[config.mk]
export PLATFORM = sky130hd
export DESIGN_NAME = uart_broadcast_scheduler
export DESIGN_NICKNAME = d
export VERILOG_FILES = /design/src/rtl/uart_broadcast_scheduler.sv
export SDC_FILE = /design/constraint.sdc
export NUM_CORES = 1
export LEC_CHECK = 0
export ABC_AREA = 1
export BUFFER_PORTS_ARGS = -buffer_cell sky130_fd_sc_hd__buf_2
export CAP_MARGIN = 10
export CORE_UTILIZATION = 30
export CTS_BUF_LIST = sky130_fd_sc_hd__clkbuf_8
export CTS_CLUSTER_DIAMETER = 200
export DETAILED_ROUTE_END_ITERATION = 10
export GPL_ROUTABILITY_DRIVEN = 0
export GPL_TIMING_DRIVEN = 0
export SYNTH_ARGS = -nofsm -noshare
export SYNTH_HDL_FRONTEND = slang
export SYNTH_SLANG_ARGS = --single-unit
[constraint.sdc]
create_clock -name clk -period 3.2 [get_ports clk]
set_input_delay 0.64 -clock clk [delete_from_list [all_inputs] [get_ports clk]]
set_output_delay 0.64 -clock clk [all_outputs]
set_load 0.005 [all_outputs]
[src/rtl/uart_broadcast_scheduler.sv]
// uart_broadcast_scheduler: normal-mode sample sequencer.
// Once per period: request an SPI sample, broadcast it as two bytes to every
// UART transmitter (handshaking on all busy lines), then fire the shoot pulse.
module uart_broadcast_scheduler #(
  parameter int NUM_MODULES = 9,
  parameter int PERIOD      = 2400,
  parameter int SHOOT_WIDTH = 4,
  parameter int TIMEOUT     = 4096
) (
  input  logic                       clk,
  input  logic                       reset,
  input  logic                       enable,
  output logic                       spi_start,
  input  logic                       spi_valid,
  input  logic [11:0]                sin_index,
  input  logic [3:0]                 uart_id,
  output logic [NUM_MODULES-1:0]     start_tx,
  output logic [8*NUM_MODULES-1:0]   data_to_tx,
  input  logic [NUM_MODULES-1:0]     tx_busy,
  output logic                       shoot,
  output logic                       frame_done,
  output logic                       overrun,
  output logic                       timeout_err
);

  localparam int PW = $clog2(PERIOD);
  localparam int TW = $clog2(TIMEOUT + 1);
  localparam int SW = $clog2(SHOOT_WIDTH + 1);

  typedef enum logic [2:0] {
    IDLE, REQ, SEND_HI, WAIT_HI, SEND_LO, WAIT_LO, SHOOT
  } state_t;

  state_t        state;
  logic [PW-1:0] pcnt;
  logic [TW-1:0] tcnt;
  logic [SW-1:0] scnt;
  // Only the low sample byte is kept: the high byte goes straight from the
  // SPI inputs into the data lanes on the same edge it is latched.
  logic [7:0]    smp_lo;
  logic          tick;
  logic          t_expired;

  // Period tick and handshake-timeout detection.
  always_comb begin
    tick      = enable && (pcnt == PW'(PERIOD - 1));
    t_expired = (tcnt == TW'(TIMEOUT - 1));
  end

  // Free-running period counter, parked at zero while disabled.
  always_ff @(posedge clk) begin
    if (!reset) begin
      pcnt <= '0;
    end else if (!enable || tick) begin
      pcnt <= '0;
    end else begin
      pcnt <= pcnt + 1'b1;
    end
  end

  // Frame sequencer with registered outputs.
  always_ff @(posedge clk) begin
    if (!reset) begin
      state       <= IDLE;
      tcnt        <= '0;
      scnt        <= '0;
      smp_lo      <= '0;
      spi_start   <= 1'b0;
      start_tx    <= '0;
      data_to_tx  <= '0;
      shoot       <= 1'b0;
      frame_done  <= 1'b0;
      overrun     <= 1'b0;
      timeout_err <= 1'b0;
    end else begin
      frame_done <= 1'b0;
      if (tick && (state != IDLE)) begin
        overrun <= 1'b1;
      end

      case (state)
        IDLE: begin
          if (tick) begin
            spi_start <= 1'b1;
            tcnt      <= '0;
            state     <= REQ;
          end
        end

        REQ: begin
          if (t_expired) begin
            timeout_err <= 1'b1;
            spi_start   <= 1'b0;
            start_tx    <= '0;
            state       <= IDLE;
          end else if (spi_valid) begin
            smp_lo     <= {sin_index[3:0], uart_id};
            spi_start  <= 1'b0;
            start_tx   <= '1;
            data_to_tx <= {NUM_MODULES{sin_index[11:4]}};
            tcnt       <= '0;
            state      <= SEND_HI;
          end else begin
            tcnt <= tcnt + 1'b1;
          end
        end

        SEND_HI, SEND_LO: begin
          if (t_expired) begin
            timeout_err <= 1'b1;
            spi_start   <= 1'b0;
            start_tx    <= '0;
            state       <= IDLE;
          end else if (&tx_busy) begin
            start_tx <= '0;
            tcnt     <= '0;
            state    <= (state == SEND_HI) ? WAIT_HI : WAIT_LO;
          end else begin
            tcnt <= tcnt + 1'b1;
          end
        end

        WAIT_HI: begin
          if (t_expired) begin
            timeout_err <= 1'b1;
            spi_start   <= 1'b0;
            start_tx    <= '0;
            state       <= IDLE;
          end else if (!(|tx_busy)) begin
            start_tx   <= '1;
            data_to_tx <= {NUM_MODULES{smp_lo}};
            tcnt       <= '0;
            state      <= SEND_LO;
          end else begin
            tcnt <= tcnt + 1'b1;
          end
        end

        WAIT_LO: begin
          if (t_expired) begin
            timeout_err <= 1'b1;
            spi_start   <= 1'b0;
            start_tx    <= '0;
            state       <= IDLE;
          end else if (!(|tx_busy)) begin
            shoot      <= 1'b1;
            scnt       <= '0;
            frame_done <= (SHOOT_WIDTH == 1);
            state      <= SHOOT;
          end else begin
            tcnt <= tcnt + 1'b1;
          end
        end

        SHOOT: begin
          // frame_done is registered, so it is raised one edge early to
          // coincide with the final shoot cycle.
          if (int'(scnt) == SHOOT_WIDTH - 1) begin
            shoot <= 1'b0;
            state <= IDLE;
          end else begin
            scnt       <= scnt + 1'b1;
            frame_done <= (int'(scnt) == SHOOT_WIDTH - 2);
          end
        end

        default: state <= IDLE;
      endcase
    end
  end

endmodule

Word level (Yosys, flattened, before mapping)
Index checks and enable logic that the tools add are counted.

Register bits: 125. Bits of input ports: 29. Output and inout bits: 86. Logic and storage cells: 120.

Add/subtract/negate cells: 3. Equal/unequal tests: 27. Muxes and demuxes: 48. Bitwise logic cells: 3. Reductions and logical operators: 27.

Operators with widths (count): two-way mux 72 bit (4); one-hot mux 72 bit (2 select lines) (1); two-way mux 13 bit (9); one-hot mux 13 bit (5 select lines) (1); two-way mux 9 bit (7); two-way mux 3 bit (14); one-hot mux 9 bit (4 select lines) (1); != test 2 bit, second input constant (12); one-hot mux 3 bit (6 select lines) (1); equality test 3 bit, second input constant (5); adder 13 x 1 -> 13 bit, second input constant (1); equality test 13 x 12 -> 1 bit, second input constant (1); adder 12 x 1 -> 12 bit, second input constant (1); equality test 12 bit, second input constant (1); != test 3 bit, second input constant (4); AND reduction 4 bit (3); AND reduction 5 bit (2); AND reduction 9 bit (1); OR reduction 9 bit (1); two-way mux 1 bit (7); AND reduction 7 bit (1); equality test 3 x 2 -> 1 bit, second input constant (2); one-hot mux 3 bit (2 select lines) (1); AND reduction 6 bit (1); other kinds (20) (26).

Depth between registers and ports, before layout
Gate-level depths: netlist of run 1.

Depth after elaboration: 5. Mapped depth: 12.

Worst setup path before layout of run 1
Ideal clock, no wire load.

Kind: input -> register. Start point: in tx_busy[7]. End point: reg data_to_tx[66]. Library setup time: 0.116 ns. Arrival time: 1.601 ns. Required time: 3.084 ns. Setup slack: 1.483 ns. Stages: 8. Path buffers: 1. Cells stage by stage: nor3_1 -> nand2_1 -> nand2_1 -> nand3_2 -> inv_2 -> buf_6 -> nand3_1 -> o211a_1.

Cells in the longest elaborated chain, start to end: 3.

Ends and longest elaborated chain: start: declaration (RTL line 19) `input logic [NUM_MODULES-1:0] tx_busy,`; OR reduction 9 bit (RTL line 129) `end else if (!(|tx_busy)) begin`; != test 2 bit (no line); AND reduction 5 bit (no line); end signal: assignment (RTL line 100) `data_to_tx <= {NUM_MODULES{sin_index[11:4]}};`; end signal: assignment (RTL line 131) `data_to_tx <= {NUM_MODULES{smp_lo}};`; end: declaration (RTL line 18) `output logic [8*NUM_MODULES-1:0] data_to_tx,`.

No other way between the ends. A chain may end at the register's enable or synchronous reset.

Worst setup path in the final report of run 1
Start point: reg tcnt[1]. End point: reg scnt[2].

Cells in the longest elaborated chain, start to end: 3.

Ends and longest elaborated chain: start: declaration (RTL line 36) `logic [TW-1:0] tcnt;`; start signal: assignment (RTL line 104) `tcnt <= tcnt + 1'b1;`; start signal: assignment (RTL line 119) `tcnt <= tcnt + 1'b1;`; start signal: assignment (RTL line 135) `tcnt <= tcnt + 1'b1;`; equality test 13 x 12 -> 1 bit (RTL line 47) `t_expired = (tcnt == TW'(TIMEOUT - 1));`; != test 2 bit (no line); AND reduction 4 bit (no line); end signal: assignment (RTL line 162) `scnt <= scnt + 1'b1;`; end: declaration (RTL line 37) `logic [SW-1:0] scnt;`.

No other way between the ends.

==> results.txt, run 1 <==
outcome: complete, no violations
Worst-path clk slew: 0.10 ns
Area growth, synth to finish: 24.8%
global-route wire length before repair: 12.9 mm
Critical Path End Type: register
Final Net Count: 639
Yosys reg bits: 53
die area: 11600 µm²
Post-synth EDFFs: 0
Max Root-Sink Buffers: 2
Leakage Power: 0.00220 µW
RSZ-0062 raised after global routing: no
routed wire length: 7.96 mm
Post-CTS Hold Buffers: 0
Power Dens Cells: 684 nW/µm²
CP Launch Type: register
Synth area leader: dfxtp_1
Die Span Y: 108 µm
initial drt markers: 113
drt pass-1 iters: 4
WP data arrival: 2.05 ns
Required @ worst endpoint: 3.41 ns
HP Class: reg -> reg
post-layout min period: 1.84 ns
setup repair bufs after CTS: 0
Slew Limit Fails: 0
vias per cell: 4.40
# port buffers: 113
post-route DRC violation count: 0
critical path type: reg -> reg
Most used DFF post-synth: dfxtp_1
commonest non-fill, non-tap cells in the layout: buf_2 (116), nand2_1 (95), buf_4 (72)
clock sink count: 53
Async SR Flop Fraction: 0
adder-cell share of the synthesized area: 0.0187
# diodes: 0
critical path peak fanout: 10
final hold violations: 0
Simple-Gate Fraction of Synth Area: 0.311
GR Overflow Total: 0
top cell type's share of synthesized area: 0.316
upper clock frequency limit: 545 MHz
Worst IR Drop VDD: 0.295 mV
post-synthesis mux area share: 0
CTS tree: built
htree depth: 2
Net Count, Synth: 519
skew final: 0.00318 ns
Netlist cell types: 37
# IOs: 115
endpoints failing setup: 0
share of layout cells above drive strength 1: 0.376
largest cells by area after synthesis: dfxtp_1 (32%), buf_4 (16%), nand2_1 (11%)
largest net degree at the start of global routing: 18
Post-Route Setup TNS: 0 ns
CTS buffer count: 5
compound-cell area share of the yosys netlist: 0.109
commonest non-fill, non-tap cell in the layout: buf_2
dpl hpwl: 6.44 mm
DIE WIDTH: 108 µm
GRT Overall Usage: 0.141
Mapped Cells: 485
Seq/Total Area, Yosys: 0.316
max-cap violation count: 0
Post-Synth XOR/XNOR Area: 0.00784
mean routed wirelength per cell: 10.7 µm
initial antenna violation count: 0
Worst-Margin Slew: 0.547 ns
Period Utilization, post-route: 0.574
Synth Area per Inst: 6.91 µm²
relative slew slack: 0.635
core box area: 10900 µm²
Root Buffer: clkbuf_8
Clock Latency Late Sink: 0.31 ns
Util after Layout: 0.384
synthesized area: 3350 µm²
synth warn: 0
Antenna Nets Post-Route: 0
post-cts sizing count: 0
largest family of logic cells by synthesized area: simple AND/OR/NAND/NOR gates
vias in the first global route: 2906
Initial Util: 0.308
Vias: 3285
Placement Rows: 38
-- where the power goes --
group	leakage [µW]	switching, µW	internal (µW)
clock network	0.0000445	239	156
registers	0.000430	154	758
logic	0.00173	683	872
-- cell families (layout without fill, tap and decap cells) --
logic type      after synthesis  after routing
fa+ha+maj                     5              5
flops                        53             53
simple gates                228            228
xor+xnor                      3              3
buf+inv                     132            253
compound gates               64             64
-- cell type report --
class	count	area (µm²)
clock buffers	5	68.8
clock inverters	3	21.3
fillers	1151	6700
flip-flops and latches	53	1060
multi-input cells	300	1500
inverters	51	191
plain buffers	81	602
well taps	140	175
repair buffers	113	566
-- stage by stage --
stage,hold slack (ns),instances,setup WS (ns),power [µW],cell area (µm²)
after detailed placement,0.441,738,1.12,2500,4090
after CTS,0.455,746,1.38,2900,4180
final,0.452,746,1.36,2860,4180
after global placement,0.428,738,1.17,2460,4090
after floorplan,0.418,485,1.48,1960,3350
after global routing,0.482,746,1.17,3140,4180
-- final timing paths --
check                               from                     end  cells past startpoint  slack [ns]
setup / recovery    tcnt[1]$_SDFFE_PN0P_    scnt[2]$_SDFFE_PN0P_                      8        1.36
hold / removal    smp_lo[4]$_SDFFE_PN0P_  smp_lo[4]$_SDFFE_PN0P_                      2        0.45
setup reg to reg    tcnt[1]$_SDFFE_PN0P_    scnt[2]$_SDFFE_PN0P_                      8        1.36
hold reg to reg   smp_lo[4]$_SDFFE_PN0P_  smp_lo[4]$_SDFFE_PN0P_                      2        0.45
-- synth_stat cells, types with 2 or more instances --
cell type  instances
a21oi_1           23
buf_2              3
buf_4             72
buf_6              3
clkbuf_1           2
dfxtp_1           53
ha_1               5
inv_1             44
inv_2              6
nand2_1           95
nand2_2            5
nand3_1           26
nand3_2            3
nand3b_1           2
nand4_1           12
nor2_1            66
nor2_2             4
nor2_4             6
nor3_1             3
o211a_1            6
o21a_1             2
o21ai_0           28
xnor2_1            2
-- layer usage --
metal  share of wire  global-route usage
met3           0.069              0.0303
met1            0.43               0.159
met2            0.48               0.252
met5               0                   0
met4           0.022              0.0616
-- registers in the layout, indices dropped and copies added (netlist names) --
signal,flops
data_to_tx,8
frame_done,1
overrun,1
pcnt,12
scnt,3
shoot,1
smp_lo,8
spi_start,1
start_tx,1
state,3
tcnt,13
timeout_err,1
-- critical path, stage by stage (launching register included) --
cell	delay (ns)
dfxtp_1	0.40
ha_1	0.20
nand2_1	0.09
nor2_2	0.16
nand4_2	0.18
buf_6	0.19
nand3_1	0.17
nand2_2	0.12
o211a_1	0.22
(Power assumes the default switching activity.)
==> run 2, diff against run 1 <==
--- a/config.mk
+++ b/config.mk
@@ -5,7 +5,7 @@
 export SDC_FILE = /design/constraint.sdc
 export NUM_CORES = 1
 export LEC_CHECK = 0
-export ABC_AREA = 1
+export ABC_AREA = 0
 export BUFFER_PORTS_ARGS = -buffer_cell sky130_fd_sc_hd__buf_2
 export CAP_MARGIN = 10
 export CORE_UTILIZATION = 30
==> constraint.sdc (replaced) <==
create_clock -name clk -period 1.8 [get_ports clk]
set_input_delay 0.36 -clock clk [delete_from_list [all_inputs] [get_ports clk]]
set_output_delay 0.36 -clock clk [all_outputs]
set_load 0.005 [all_outputs]
==> results.txt, run 2 <==
outcome: finished, violations left
failing checks: setup timing
drt pass-1 iters: 4 (unchanged)
share of layout cells above drive strength 1: 0.547 (+0.171)
CP Launch Type: register
final cell count without fillers: 664 (-11%)
Synth area leader: dfxtp_1
DIE WIDTH: 107 µm (-0.65%)
Initial Util: 0.315 (+0.00694)
Largest Register: tcnt
crit-path max cell delay: 0.55 ns (+0.15 ns)
Net Count, Synth: 421 (-19%)
Reg2Reg Depth: 7 (-1)
initial drt markers: 115 (+1.8%)
skew final: 0.0212 ns (+0.0180 ns)
Pint: 1490 µW (-16%)
CTS tree: built
clock sink count: 53 (unchanged)
Sequential Power Share: 0.588 (+0.269)
WP data arrival: 2.06 ns (about the same)
grt met1 use: 0.180 (+0.0205)
routed wire length: 8.61 mm (+8.1%)
initial antenna violation count: 0 (unchanged)
die area: 11500 µm² (-1.3%)
# diodes: 0 (unchanged)
vias in the first global route: 2713 (-6.6%)
# port buffers: 114 (+0.88%)
Max Root-Sink Buffers: 2 (unchanged)
Slew Limit Fails: 0 (unchanged)
GRT Overall Usage: 0.142 (+0.00123)
synthesized area: 3310 µm² (-1.3%)
worst hold slack: 0.274 ns (-0.178 ns)
# IOs: 115 (unchanged)
RSZ-0062 raised after global routing: yes
Leakage Power: 0.00222 µW (+0.79%)
Area growth, synth to finish: 39.9%
final hold violations: 0 (unchanged)
Final Net Count: 561 (-12%)
Placement Rows: 37 (-2.6%)
post-layout min period: 1.81 ns (-0.0220 ns)
Util after Layout: 0.441 (+0.0563)
core box area: 10500 µm² (-3.5%)
Post-synth EDFFs: 0 (unchanged)
Worst-path clk slew: 0.12 ns (+0.02 ns)
Post-Route Setup TNS: -0.0276 ns (-0.0276 ns)
top-count cell post-synth: buf_4
global-route wire length before repair: 13.2 mm (+2.3%)
CP Cell Sequence: ha_4 -> nand3_4 -> or4_4 -> nand4b_4 -> clkbuf_16 -> nand3_1 -> a21oi_1
critical path type: reg -> reg
worst r2r src: tcnt[1]$_SDFFE_PN0P_
Vias: 3138 (-4.5%)
Yosys reg bits: 53 (unchanged)
Post-CTS Hold Buffers: 0 (unchanged)
Worst-Margin Slew: 0.707 ns (+0.160 ns)
worst reg2reg path endpoint: tcnt[1]$_SDFFE_PN0P_
Mapped Cells: 387 (-20%)
Die Span Y: 107 µm (-0.65%)
HP Class: in -> reg
Critical Path End Type: register
Comb pwr share: 0.049 (-0.494)
Hold EP: smp_lo[6]$_SDFFE_PN0P_
placed cells: 637 (-14%)
htree depth: 2 (unchanged)
biggest regs: tcnt x13, pcnt x12
GR Overflow Total: 0 (unchanged)
dpl hpwl: 5.93 mm (-7.9%)
busiest grt layer: met2
Synth Area per Inst: 8.55 µm² (+24%)
largest cells by area after synthesis: dfxtp_1 (32%), buf_4 (17%), mux2i_1 (4.8%)
worst hold start: sin_index[2]
flop2flop setup slack: -0.01 ns (-1.38 ns)
Required @ worst endpoint: 2.05 ns (-1.36 ns)
critical path peak fanout: 5 (-5)
top cell type's share of synthesized area: 0.321 (+0.00419)
Seq/Total Area, Yosys: 0.321 (+0.00419)
Async SR Flop Fraction: 0 (unchanged)
# fillers: 1029 (-11%)
Most used DFF post-synth: dfxtp_1
commonest non-fill, non-tap cell in the layout: buf_2
vias per cell: 4.73 (+7.3%)
Worst IR Drop VDD: 0.364 mV (+23%)
mean routed wirelength per cell: 13.0 µm (+21%)
Period Utilization, post-route: 1.01 (+0.434)
commonest non-fill, non-tap cells in the layout: buf_2 (117), buf_4 (87), dfxtp_1 (42)
Net Sw Frac: 0.253 (-0.123)
Netlist cell types: 59 (+59%)
Clock power frac: 0.363 (+0.225)
Global Route met2 Usage: 0.247 (-0.00437)
Clock Latency Late Sink: 0.32 ns (about the same)
sw power: 505 µW (-53%)
Power Dens Cells: 432 nW/µm² (-37%)
CTS buffer count: 5 (unchanged)
Root Buffer: clkbuf_8
largest net degree at the start of global routing: 19 (+1)
routing usage on met3: 0.0213 (-0.00899)
Hold Path Stages: 3 (+1)
endpoints failing setup: 2 (+2)
Commonest cells post-synth: buf_4 (74), dfxtp_1 (53), nor2_1 (40)
final worst slack: -0.0139 ns (-1.38 ns)
upper clock frequency limit: 551 MHz (+1.2%)
synth warn: 0 (unchanged)
post-route DRC violation count: 0 (unchanged)
max-cap violation count: 0 (unchanged)
Critical-path top delay cell: or4_4
max reg flops: 13 (unchanged)
total power: 2000 µW (-30%)
Antenna Nets Post-Route: 0 (unchanged)
relative slew slack: 0.529 (-0.107)
## run 2: cell count changes after synthesis, moves of 8 or more
| cell | previous run | this run |
|---|---|---|
| inv_1 | 44 | 9 |
| mux2i_1 | 0 | 16 |
| a22oi_1 | 0 | 10 |
| nor2_1 | 66 | 40 |
| a211oi_1 | 0 | 8 |
| o21ai_0 | 28 | 8 |
| nand3_1 | 26 | 14 |
| nand2_1 | 95 | 28 |
| a21oi_1 | 23 | 9 |
## run 2: power groups by stage
| stage | Clock, µW | Combinational (µW) | Sequential (µW) |
|---|---|---|---|
| CTS | 747 | 96.7 | 1180 |
| global route | 789 | 111 | 1180 |
| global placement | 0 | 90.9 | 1200 |
| floorplan | 0 | 38.7 | 1200 |
| finish | 727 | 98.4 | 1180 |
| detailed placement | 0 | 92.7 | 1200 |
## run 2: routing by layer
layer | share of wire | vias to the layer above | routed length (µm)
met3 | 0.051 | 10 | 440
met5 | 0 | - | 0
met2 | 0.51 | 99 | 4380
met1 | 0.43 | 1460 | 3730
met4 | 0.0062 | 0 | 53
li1 | - | 1569 | -
## run 2: worst max-delay path, delay by kind of cell (launching register included)
family	cells	cell delay, ns
buffers and inverters	1	0.17
and+or+nand+nor	4	0.89
AOI/OAI and AO/OA	1	0.15
DFF	1	0.38
adders and majority gates	1	0.15
## run 2: logic make-up after synthesis
group,synth area share
AOI/OAI and AO/OA,0.147
xor gates and xnor gates,0.0291
adders and majority gates,0.0189
buffers and inverters,0.206
DFF,0.321
muxes,0.0484
and+or+nand+nor,0.229
## run 2: metrics by stage
| stage | instance area [µm²] | setup WS, ns |
|---|---|---|
| after floorplan | 3310 | 0.0279 |
| after global placement | 4050 | -0.280 |
| after detailed placement | 4050 | -0.291 |
| after CTS | 4360 | 0.00338 |
| after global routing | 4630 | -0.108 |
| final | 4630 | -0.0139 |
## run 2: worst max path at each step
stage                         start                           to  slack [ns]  depth (start not counted)
2_1_floorplan  tcnt[0]$_SDFFE_PN0P_        tcnt[10]$_SDFFE_PN0P_        0.03                          8
3_5_place_dp             tx_busy[1]  data_to_tx[66]$_SDFFE_PN0P_       -0.29                          7
6_report       tcnt[1]$_SDFFE_PN0P_         tcnt[1]$_SDFFE_PN0P_       -0.01                          7
4_1_cts        tcnt[0]$_SDFFE_PN0P_       spi_start$_SDFFE_PN0P_       0.003                          6
3_3_place_gp             tx_busy[1]  data_to_tx[67]$_SDFFE_PN0P_       -0.28                          7
5_1_grt        tcnt[1]$_SDFFE_PN0P_        tcnt[10]$_SDFFE_PN0P_       -0.11                          8
## run 2: layout make-up
| cell class | instances | area, µm² | area share |
|---|---|---|---|
| clock buffer | 5 | 68.8 | 0.0149 |
| multi-input combinational | 236 | 1820 | 0.394 |
| sequential | 53 | 1080 | 0.233 |
| tap | 136 | 170 | 0.0368 |
| inverter | 9 | 33.8 | 0.00730 |
| timing repair buffer | 134 | 774 | 0.167 |
| clock inverter | 3 | 26.3 | 0.00568 |
| buffer | 88 | 657 | 0.142 |
## run 2: timing repair
action | CTS | global route
hold endpoints to repair | 0 | 0
buffers inserted | 12 | 5
resized for setup | 25 | 50
setup endpoints to repair | 45 | 38
gates cloned | 0 | 3
pin swaps | 10 | 20
